$ cat src/rtl/mips_test_sequencer.sv
// Bring-up sequencer for the MIPS32 pipeline: init register bank, load program, run, dump registers.
// Optional RUN cycle counter on o_cycle_count enabled by defining SEQ_CYCLE_COUNT_EN.
`timescale 1ns/1ps
module mips_test_sequencer #(
  parameter  int DATA_W     = 32,
  parameter  int NUM_REGS   = 32,
  parameter  int PROG_DEPTH = 16,
  parameter  int RUN_CYCLES = 40,
  parameter  int DUMP_FIRST = 0,
  parameter  int DUMP_COUNT = 3,
  localparam int RIDX_W     = $clog2(NUM_REGS),
  localparam int PA_W       = $clog2(PROG_DEPTH),
  localparam int CNT_W      = 16
) (
  input  logic              i_clk,
  input  logic              i_rst_n,
  input  logic              i_start,
  input  logic              i_prog_valid,
  output logic              o_prog_ready,
  input  logic [DATA_W-1:0] i_prog_data,
  input  logic              i_prog_last,
  output logic              o_imem_we,
  output logic [PA_W-1:0]   o_imem_addr,
  output logic [DATA_W-1:0] o_imem_wdata,
  output logic              o_rf_we,
  output logic [RIDX_W-1:0] o_rf_waddr,
  output logic [DATA_W-1:0] o_rf_wdata,
  output logic [RIDX_W-1:0] o_rf_raddr,
  input  logic [DATA_W-1:0] i_rf_rdata,
  output logic              o_cpu_init,
  output logic              o_cpu_run,
  input  logic              i_cpu_halted,
  output logic              o_dump_valid,
  input  logic              i_dump_ready,
  output logic [RIDX_W-1:0] o_dump_idx,
  output logic [DATA_W-1:0] o_dump_data,
  output logic [PA_W:0]     o_prog_words,
  output logic              o_busy,
  output logic              o_done,
  output logic              o_timeout,
  output logic [CNT_W-1:0]  o_cycle_count
);

  localparam int DLAST = (DUMP_COUNT > 0) ? DUMP_COUNT - 1 : 0;

  typedef enum logic [2:0] {
    S_IDLE, S_INIT, S_LOAD, S_CINIT, S_RUN, S_DRD, S_DWAIT, S_DONE
  } state_t;

  state_t              r_state;
  logic                r_prog_ready, r_imem_we, r_rf_we, r_cpu_init, r_cpu_run;
  logic                r_dump_valid, r_busy, r_done, r_timeout;
  logic [PA_W-1:0]     r_imem_addr;
  logic [DATA_W-1:0]   r_imem_wdata, r_rf_wdata;
  logic [RIDX_W-1:0]   r_rf_waddr, r_rf_raddr, r_dump_idx;
  logic [PA_W:0]       r_prog_words;
  logic [CNT_W-1:0]    r_run_cnt;
  logic [RIDX_W:0]     r_di;
  logic                w_start_ok;

  assign w_start_ok = i_start && (r_state == S_IDLE || r_state == S_DONE);

  always_ff @(posedge i_clk or negedge i_rst_n) begin
    if (!i_rst_n) begin
      r_state      <= S_IDLE;
      r_prog_ready <= 1'b0;
      r_imem_we    <= 1'b0;
      r_imem_addr  <= '0;
      r_imem_wdata <= '0;
      r_rf_we      <= 1'b0;
      r_rf_waddr   <= '0;
      r_rf_wdata   <= '0;
      r_rf_raddr   <= '0;
      r_cpu_init   <= 1'b0;
      r_cpu_run    <= 1'b0;
      r_dump_valid <= 1'b0;
      r_dump_idx   <= '0;
      r_prog_words <= '0;
      r_busy       <= 1'b0;
      r_done       <= 1'b0;
      r_timeout    <= 1'b0;
      r_run_cnt    <= '0;
      r_di         <= '0;
    end else begin
      r_imem_we  <= 1'b0;
      r_cpu_init <= 1'b0;
      case (r_state)
        S_IDLE, S_DONE: if (w_start_ok) begin
          r_state      <= S_INIT;
          r_busy       <= 1'b1;
          r_done       <= 1'b0;
          r_rf_we      <= 1'b1;
          r_rf_waddr   <= '0;
          r_rf_wdata   <= '0;
          r_prog_words <= '0;
          r_timeout    <= 1'b0;
        end
        S_INIT: begin
          if (r_rf_waddr == RIDX_W'(NUM_REGS - 1)) begin
            r_rf_we      <= 1'b0;
            r_prog_ready <= 1'b1;
            r_state      <= S_LOAD;
          end else begin
            r_rf_waddr <= r_rf_waddr + 1'b1;
            r_rf_wdata <= DATA_W'(r_rf_waddr + 1'b1);
          end
        end
        S_LOAD: if (i_prog_valid && r_prog_ready) begin
          r_imem_we    <= 1'b1;
          r_imem_addr  <= r_prog_words[PA_W-1:0];
          r_imem_wdata <= i_prog_data;
          r_prog_words <= r_prog_words + 1'b1;
          // Ready is registered, so it must drop on the edge of the final accepted beat.
          if (i_prog_last || r_prog_words == (PA_W+1)'(PROG_DEPTH - 1)) begin
            r_prog_ready <= 1'b0;
            r_cpu_init   <= 1'b1;
            r_state      <= S_CINIT;
          end
        end
        S_CINIT: begin
          r_cpu_run <= 1'b1;
          r_run_cnt <= '0;
          r_state   <= S_RUN;
        end
        S_RUN: begin
          r_run_cnt <= r_run_cnt + 1'b1;
          if (i_cpu_halted || r_run_cnt == CNT_W'(RUN_CYCLES - 1)) begin
            r_cpu_run  <= 1'b0;
            r_timeout  <= !i_cpu_halted;
            r_rf_raddr <= RIDX_W'(DUMP_FIRST);
            r_di       <= '0;
            if (DUMP_COUNT == 0) begin
              r_done  <= 1'b1;
              r_busy  <= 1'b0;
              r_state <= S_DONE;
            end else begin
              r_state <= S_DRD;
            end
          end
        end
        S_DRD: begin
          r_dump_valid <= 1'b1;
          r_dump_idx   <= r_rf_raddr;
          r_state      <= S_DWAIT;
        end
        S_DWAIT: if (i_dump_ready) begin
          r_dump_valid <= 1'b0;
          if (r_di == (RIDX_W+1)'(DLAST)) begin
            r_done  <= 1'b1;
            r_busy  <= 1'b0;
            r_state <= S_DONE;
          end else begin
            r_di       <= r_di + 1'b1;
            r_rf_raddr <= r_rf_raddr + 1'b1;
            r_state    <= S_DRD;
          end
        end
        default: r_state <= S_IDLE;
      endcase
    end
  end

`ifdef SEQ_CYCLE_COUNT_EN
  logic [CNT_W-1:0] r_cyc;
  always_ff @(posedge i_clk or negedge i_rst_n) begin
    if (!i_rst_n)                             r_cyc <= '0;
    else if (w_start_ok)                      r_cyc <= '0;
    else if (r_state == S_RUN && r_cyc != '1) r_cyc <= r_cyc + 1'b1;
  end
  assign o_cycle_count = r_cyc;
`else
  assign o_cycle_count = '0;
`endif

  // Read address is held through the wait state, so the registered read data stays stable.
  assign o_dump_data  = r_dump_valid ? i_rf_rdata : '0;
  assign o_prog_ready = r_prog_ready;
  assign o_imem_we    = r_imem_we;
  assign o_imem_addr  = r_imem_addr;
  assign o_imem_wdata = r_imem_wdata;
  assign o_rf_we      = r_rf_we;
  assign o_rf_waddr   = r_rf_waddr;
  assign o_rf_wdata   = r_rf_wdata;
  assign o_rf_raddr   = r_rf_raddr;
  assign o_cpu_init   = r_cpu_init;
  assign o_cpu_run    = r_cpu_run;
  assign o_dump_valid = r_dump_valid;
  assign o_dump_idx   = r_dump_idx;
  assign o_prog_words = r_prog_words;
  assign o_busy       = r_busy;
  assign o_done       = r_done;
  assign o_timeout    = r_timeout;

endmodule

$ cat config.mk
export PLATFORM = sky130hd
export DESIGN_NAME = mips_test_sequencer
export DESIGN_NICKNAME = d
export VERILOG_FILES = /design/src/rtl/mips_test_sequencer.sv
export SDC_FILE = /design/constraint.sdc
export NUM_CORES = 1
export LEC_CHECK = 0
export BUFFER_PORTS_ARGS = -buffer_cell sky130_fd_sc_hd__buf_2
export CORE_ASPECT_RATIO = 1.75
export CORE_MARGIN = 4
export CORE_UTILIZATION = 49
export CTS_BUF_LIST = sky130_fd_sc_hd__clkbuf_8
export CTS_CLUSTER_SIZE = 20
export DETAILED_ROUTE_END_ITERATION = 10
export PLACE_DENSITY = 0.94
export RECOVER_POWER = 100
export SETUP_SLACK_MARGIN = 0.4
export SYNTH_ARGS = -nofsm -noshare
export SYNTH_HDL_FRONTEND = slang
export SYNTH_SLANG_ARGS = --single-unit
$ cat constraint.sdc
create_clock -name i_clk -period 2.39 [get_ports i_clk]
set_input_delay 0.239 -clock i_clk [delete_from_list [all_inputs] [get_ports i_clk]]
set_output_delay 0.239 -clock i_clk [all_outputs]
set_load 0.02 [all_outputs]
---- Yosys cells after proc, flatten, opt, wreduce, memory -nomap -nowiden ----
Index checks and enable logic that the tools add are counted.
word-level totals
  flip-flop bits (word level) ............. 122
  output and inout port bits .............. 145
  word-level logic and storage cells ...... 123
operators by class
  $add $sub $neg .......................... 6
  eq/ne operators ......................... 20
  reduce and logical (&&, ||, !) cells .... 27
  multiplexer cells ....................... 51
operator list
  cell                     count
  $mux W32                 3
  $pmux W32 S2             1
  $pmux W16 S2             1
  $mux W5                  6
  $pmux W5 S2              3
  $pmux W3 S7              1
  $mux W1                  18
  $mux W3                  6
  $mux W6                  3
  $ne A2 B2 Y1 const B     9
  $add A16 B1 Y16 const B  1
  $eq A16 B6 Y1 const B    1
  $reduce_bool A2 Y1       8
  $add A5 B1 Y5 const B    3
  $pmux W1 S2              7
  $eq A3 B3 Y1 const B     4
  $pmux W6 S2              1
  $reduce_and A3 Y1        4
  $reduce_and A4 Y1        3
  $add A5 B1 Y6 const B    1
  $add A6 B1 Y6 const B    1
  $eq A3 B2 Y1 const B     2
  $eq A6 B2 Y1 const B     1
  $reduce_and A2 Y1        3
  other kinds (10)         13

---- Depth between registers and ports, before layout ----
  depth after elaboration ................. 5
  gate-level depth with buffers ........... 8
  mapped depth without buffers ............ 8

---- Worst setup path after synthesis ----
No wires, ideal clock.
  path kind ............................... reg2reg
  from .................................... reg r_prog_words[0], in the netlist o_prog_words[0]
  to ...................................... reg r_state[0]
  stages on the path, launching flop included .. 8
  path slack .............................. 0.463 ns
  library setup time ...................... 0.125 ns
  required time ........................... 2.265 ns
  arrival time ............................ 1.803 ns
  cell sequence ........................... dfrtp_1 -> ha_1 -> and3_1 -> ha_1 -> o211ai_1 -> nand3_1 -> nand3_1 -> mux2_2
between the ends
  cells in the longest elaborated chain, start to end .. 4
ends and longest elaborated chain
  element                             line  RTL
  start: declaration                  56    logic [PA_W:0] r_prog_words;
  start signal: assignment            112   r_prog_words <= r_prog_words + 1'b1;
  $eq A5 B4 Y1                        114   if (i_prog_last || r_prog_words == (PA_W+1)'(PROG_DEPTH - 1)) begin
  $logic_or A1 B1 Y1                  114
  $ne A2 B2 Y1 (no source line)       --
  $reduce_and A6 Y1 (no source line)  --
  end signal: assignment              117   r_state <= S_CINIT;
  end signal: assignment              123   r_state <= S_RUN;
  end signal: assignment              135   r_state <= S_DONE;
  end: declaration                    50    state_t r_state;
Every way passes these cells.
A chain may end at the register's enable or synchronous reset.

---- Worst setup path after layout ----
  from .................................... reg r_state[0]
  to ...................................... reg r_run_cnt[15]
between the ends
  cells in the longest elaborated chain, start to end .. 2
ends and longest elaborated chain
  element                                                    line  RTL
  start signal: assignment                                   65    r_state <= S_IDLE;
  start signal: assignment                                   89    r_state <= S_INIT;
  start signal: assignment                                   102   r_state <= S_LOAD;
  $eq A3 B3 Y1 / $eq A3 B2 Y1 (equally long branches)        87    case (r_state)
  $pmux W16 S2 / $reduce_bool A2 Y1 (equally long branches)  --
  end signal: assignment                                     126   r_run_cnt <= r_run_cnt + 1'b1;
  end: declaration                                           57    logic [CNT_W-1:0] r_run_cnt;
Several ways; a longest one is shown, not always the timed one.

==> metrics.md <==
| Metric | Value |
|---|---|
| Hold_sp | i_prog_data[21] |
| R2R cell count | 5 |
| Syn Area/Cell | roughly 11 um2 |
| CTS tree | yes |
| Depth of the CTS H-tree | 3 |
| Die W | roughly 80 um |
| EDFF count, synth | 0 |
| Area leader, netlist | dfrtp_1 |
| Maximum fanout along the worst path | 20 |
| Post-Syn Area | 4735 um2 |
| CTS buffer count | 9 |
| Class of the worst hold path | primary input to flop |
| Max_slew headroom | 0.2311 |
| Top-count cell post-synth | dfrtp_1 |
| Worst Hold End | o_imem_wdata[21] |
| Initial antenna violation count | 0 |
| Die area | ~11000 um2 |
| Commonest cells in the synthesized netlist | 91 x dfrtp_1, 52 x buf_4, 41 x mux2_2 |
| Final setup viols | 0 |
| Achievable Freq | 494.0 MHz |
| GR Util All Layers | 0.2080 |
| Sequential share of the synthesized area | 0.4810 |
| FILL cells | 815 |
| CTS Buffer Depth | 2 |
| Reg2reg end | r_run_cnt[15] |
| Row cnt | 47 |
| Synthesized flop and latch total | 91 |
| Ys Warns | 0 |
| Async SR Flop Fraction | 1.000 |
| First-pass GRT wire length | 18550 um |
| Worst-margin pin slew | 1.153 ns |
| WL/cell | ~16 um |
| Crit path time final | 2.024 ns |
| TritonCTS Sinks | 91 |
| Post-layout nets | 697 |
| Port Buffers | 173 |
| Dpl cells | 722 |
| Clock-pin slew on the worst setup and hold paths | 0.09 ns |
| GR Overflow Total | 0 |
| Final cell count without fillers | 744 |
| Reg-to-Reg Start | r_state[0] |
| Outcome | finished, final reports clean |
| RSZ-0062 raised after global routing | no |
| Number of diodes | 0 |
| Worst-Skew Late Latency | between 0.3 and 0.4 ns |
| Post-synthesis mux area share | 0.1319 |
| DRT Pass-1 Iters | 4 |
| CORE AREA | 9468 um2 |
| Period utilization | 0.8470 |
| Setup ws final | 0.3658 ns |
| Max_cap viols | 0 |
| 1st-iter DRT viols | roughly 240 |
| CTS Root Cell | clkbuf_8 |
| Largest family of logic cells by synthesized area | simple AND/OR/NAND/NOR gates |
| Pwr per Cell Area | ~1100 nW/um2 |
| Worst Skew | 0.01220 ns |
| Share of cells above drive strength 1 | 0.2669 |
| Simple-gate share of the synthesized area | 0.1710 |
| P&R area growth vs syn | 19.03% |
| Worst hold slack | 0.1001 ns |
| Tot Pwr | 6.145 mW |
| Post-Synth XOR/XNOR Area | 0.005550 |
| Setup TNS | 0 ns |
| CP Capture Type | flop |
| DRC viols | 0 |
| Synth Instances | around 440 |
| Vias in the first global route | 3925 |
| Worst EP arrival | between 2 and 2.5 ns |
| DP Worst Slack | 0.3747 ns |
| Die Ht | 138.0 um |
| Top cells by area in the synthesized netlist | dfrtp_1 48%, mux2_2 9.8%, buf_4 8.2% |
| DRT Wirelength | 11990 um |
| Starting Density | 0.5001 |
| Vias | 3950 |
| Post-Synth Adder-Cell Area | 0.02114 |
| I/O pins | 216 |
| Ys flop type | dfrtp_1 |
| Compound-Gate Fraction of Synth Area | 0.08932 |
| Hold Fails Final Rpt | 0 |
| Critical path class | flop to flop |
| Required @ worst endpoint | 2.64 ns |
| Post-DRT Antenna Nets | 0 |
| Leakage Power | 2.650 nW |
| Gpl congestion | 0.8571 |
| Pins Over Slew Limit | 0 |
| Mean number of vias per cell | roughly 5.3 |
| Hold path cells | 2 |
| Yosys top cell area share | 0.4810 |
| Maximum vdd drop | 688.6 uV |
| CP startpoint kind | flop |
| Post-synth cell types | 52 |
| R2R setup slack | ~0.37 ns |
| DPL Wire Length | approximately 9200 um |
| Largest net degree at the start of global routing | 46 |
==> worst max path at each step <==
stage,from,end,slack [ns],cells after the start
finish,r_state[0],r_run_cnt[15],0.37,5
global route,r_di[2],o_rf_raddr[2],0.23,5
CTS,r_state[1],o_rf_wdata[5],0.43,5
detailed placement,o_prog_words[0],r_state[0],0.37,7
global placement,o_prog_words[0],r_state[0],0.49,7
floorplan,o_prog_words[0],r_state[0],0.46,7
==> sequential cells by signal (all words and copies together) (netlist names), 2 cells and up <==
| signal | flops |
|---|---|
| o_rf_waddr | 4 |
| o_imem_wdata | 32 |
| o_imem_addr | 4 |
| r_di | 6 |
| o_dump_idx | 5 |
| r_run_cnt | 16 |
| o_prog_words | 5 |
| r_state | 3 |
| o_rf_raddr | 5 |
| o_rf_wdata | 2 |
==> report_power, final <==
group          internal [mW]  switching (mW)
Clock                  0.404           0.542
Combinational           1.02            1.74
Sequential              1.99           0.457
Total                   3.41            2.74
==> critical path, stage by stage, from the launching register on <==
cell and delay [ns]:
dfrtp_2 0.56, nor3b_4 0.38, nand4_1 0.28, nor3_1 0.38
nand3_1 0.17, mux2i_1 0.15
==> cell type report <==
cell class / count / area (um2) / area share
Clock buffer: 10 / 137.6 / 0.02442
Clock inverter: 5 / 37.54 / 0.006661
Inverter: 7 / 26.28 / 0.004663
Multi-Input combinational cell: 320 / 2126 / 0.3772
Sequential cell: 91 / 2280 / 0.4045
Tap cell: 122 / 152.6 / 0.02709
Timing Repair Buffer: 189 / 875.8 / 0.1554
==> per-layer routing <==
metal  vias up  GRT usage  share of wire
li1       1803          -              -
met1      1881     0.2102           0.32
met2       239     0.3782           0.54
met3        27    0.06641           0.11
met4         0    0.07968          0.024
met5         -          0              0
==> layout by cell type, fill, tap and decap left out, types with 15 or more instances in the layout <==
master    instances
dfrtp_1          89
nor2_1           15
nand2_1          36
o21ai_0          25
and2_1           23
nand3_1          23
conb_1           42
mux2_2           41
clkbuf_1         92
buf_2            84
==> timing repair <==
action / CTS / global route
hold endpoints to repair: 43 / 0
resized for setup: 1 / 10
pin swaps: 1 / 5
hold buffers: 1 / 0
setup buffers: 1 / 5
endpoints found under the setup margin: 2 / 16
==> metrics by stage <==
step | utilization | area (um2)
floorplan | - | 4888
global placement | 0.5878 | 5565
detailed placement | 0.5878 | 5565
CTS | 0.6083 | 5759
global route | 0.5952 | 5635
finish | 0.5952 | 5635
==> kinds of logic (layout without fill, tap and decap cells) <==
family	count (synthesis)	in the layout
adders and majority gates	8	8
buffers and inverters	71	211
muxes	57	57
xor gates and xnor gates	3	3
AOI/OAI and AO/OA	64	64
other	1	42
and+or+nand+nor	146	146
DFF	91	91
Power figures use the tool's default switching activity.
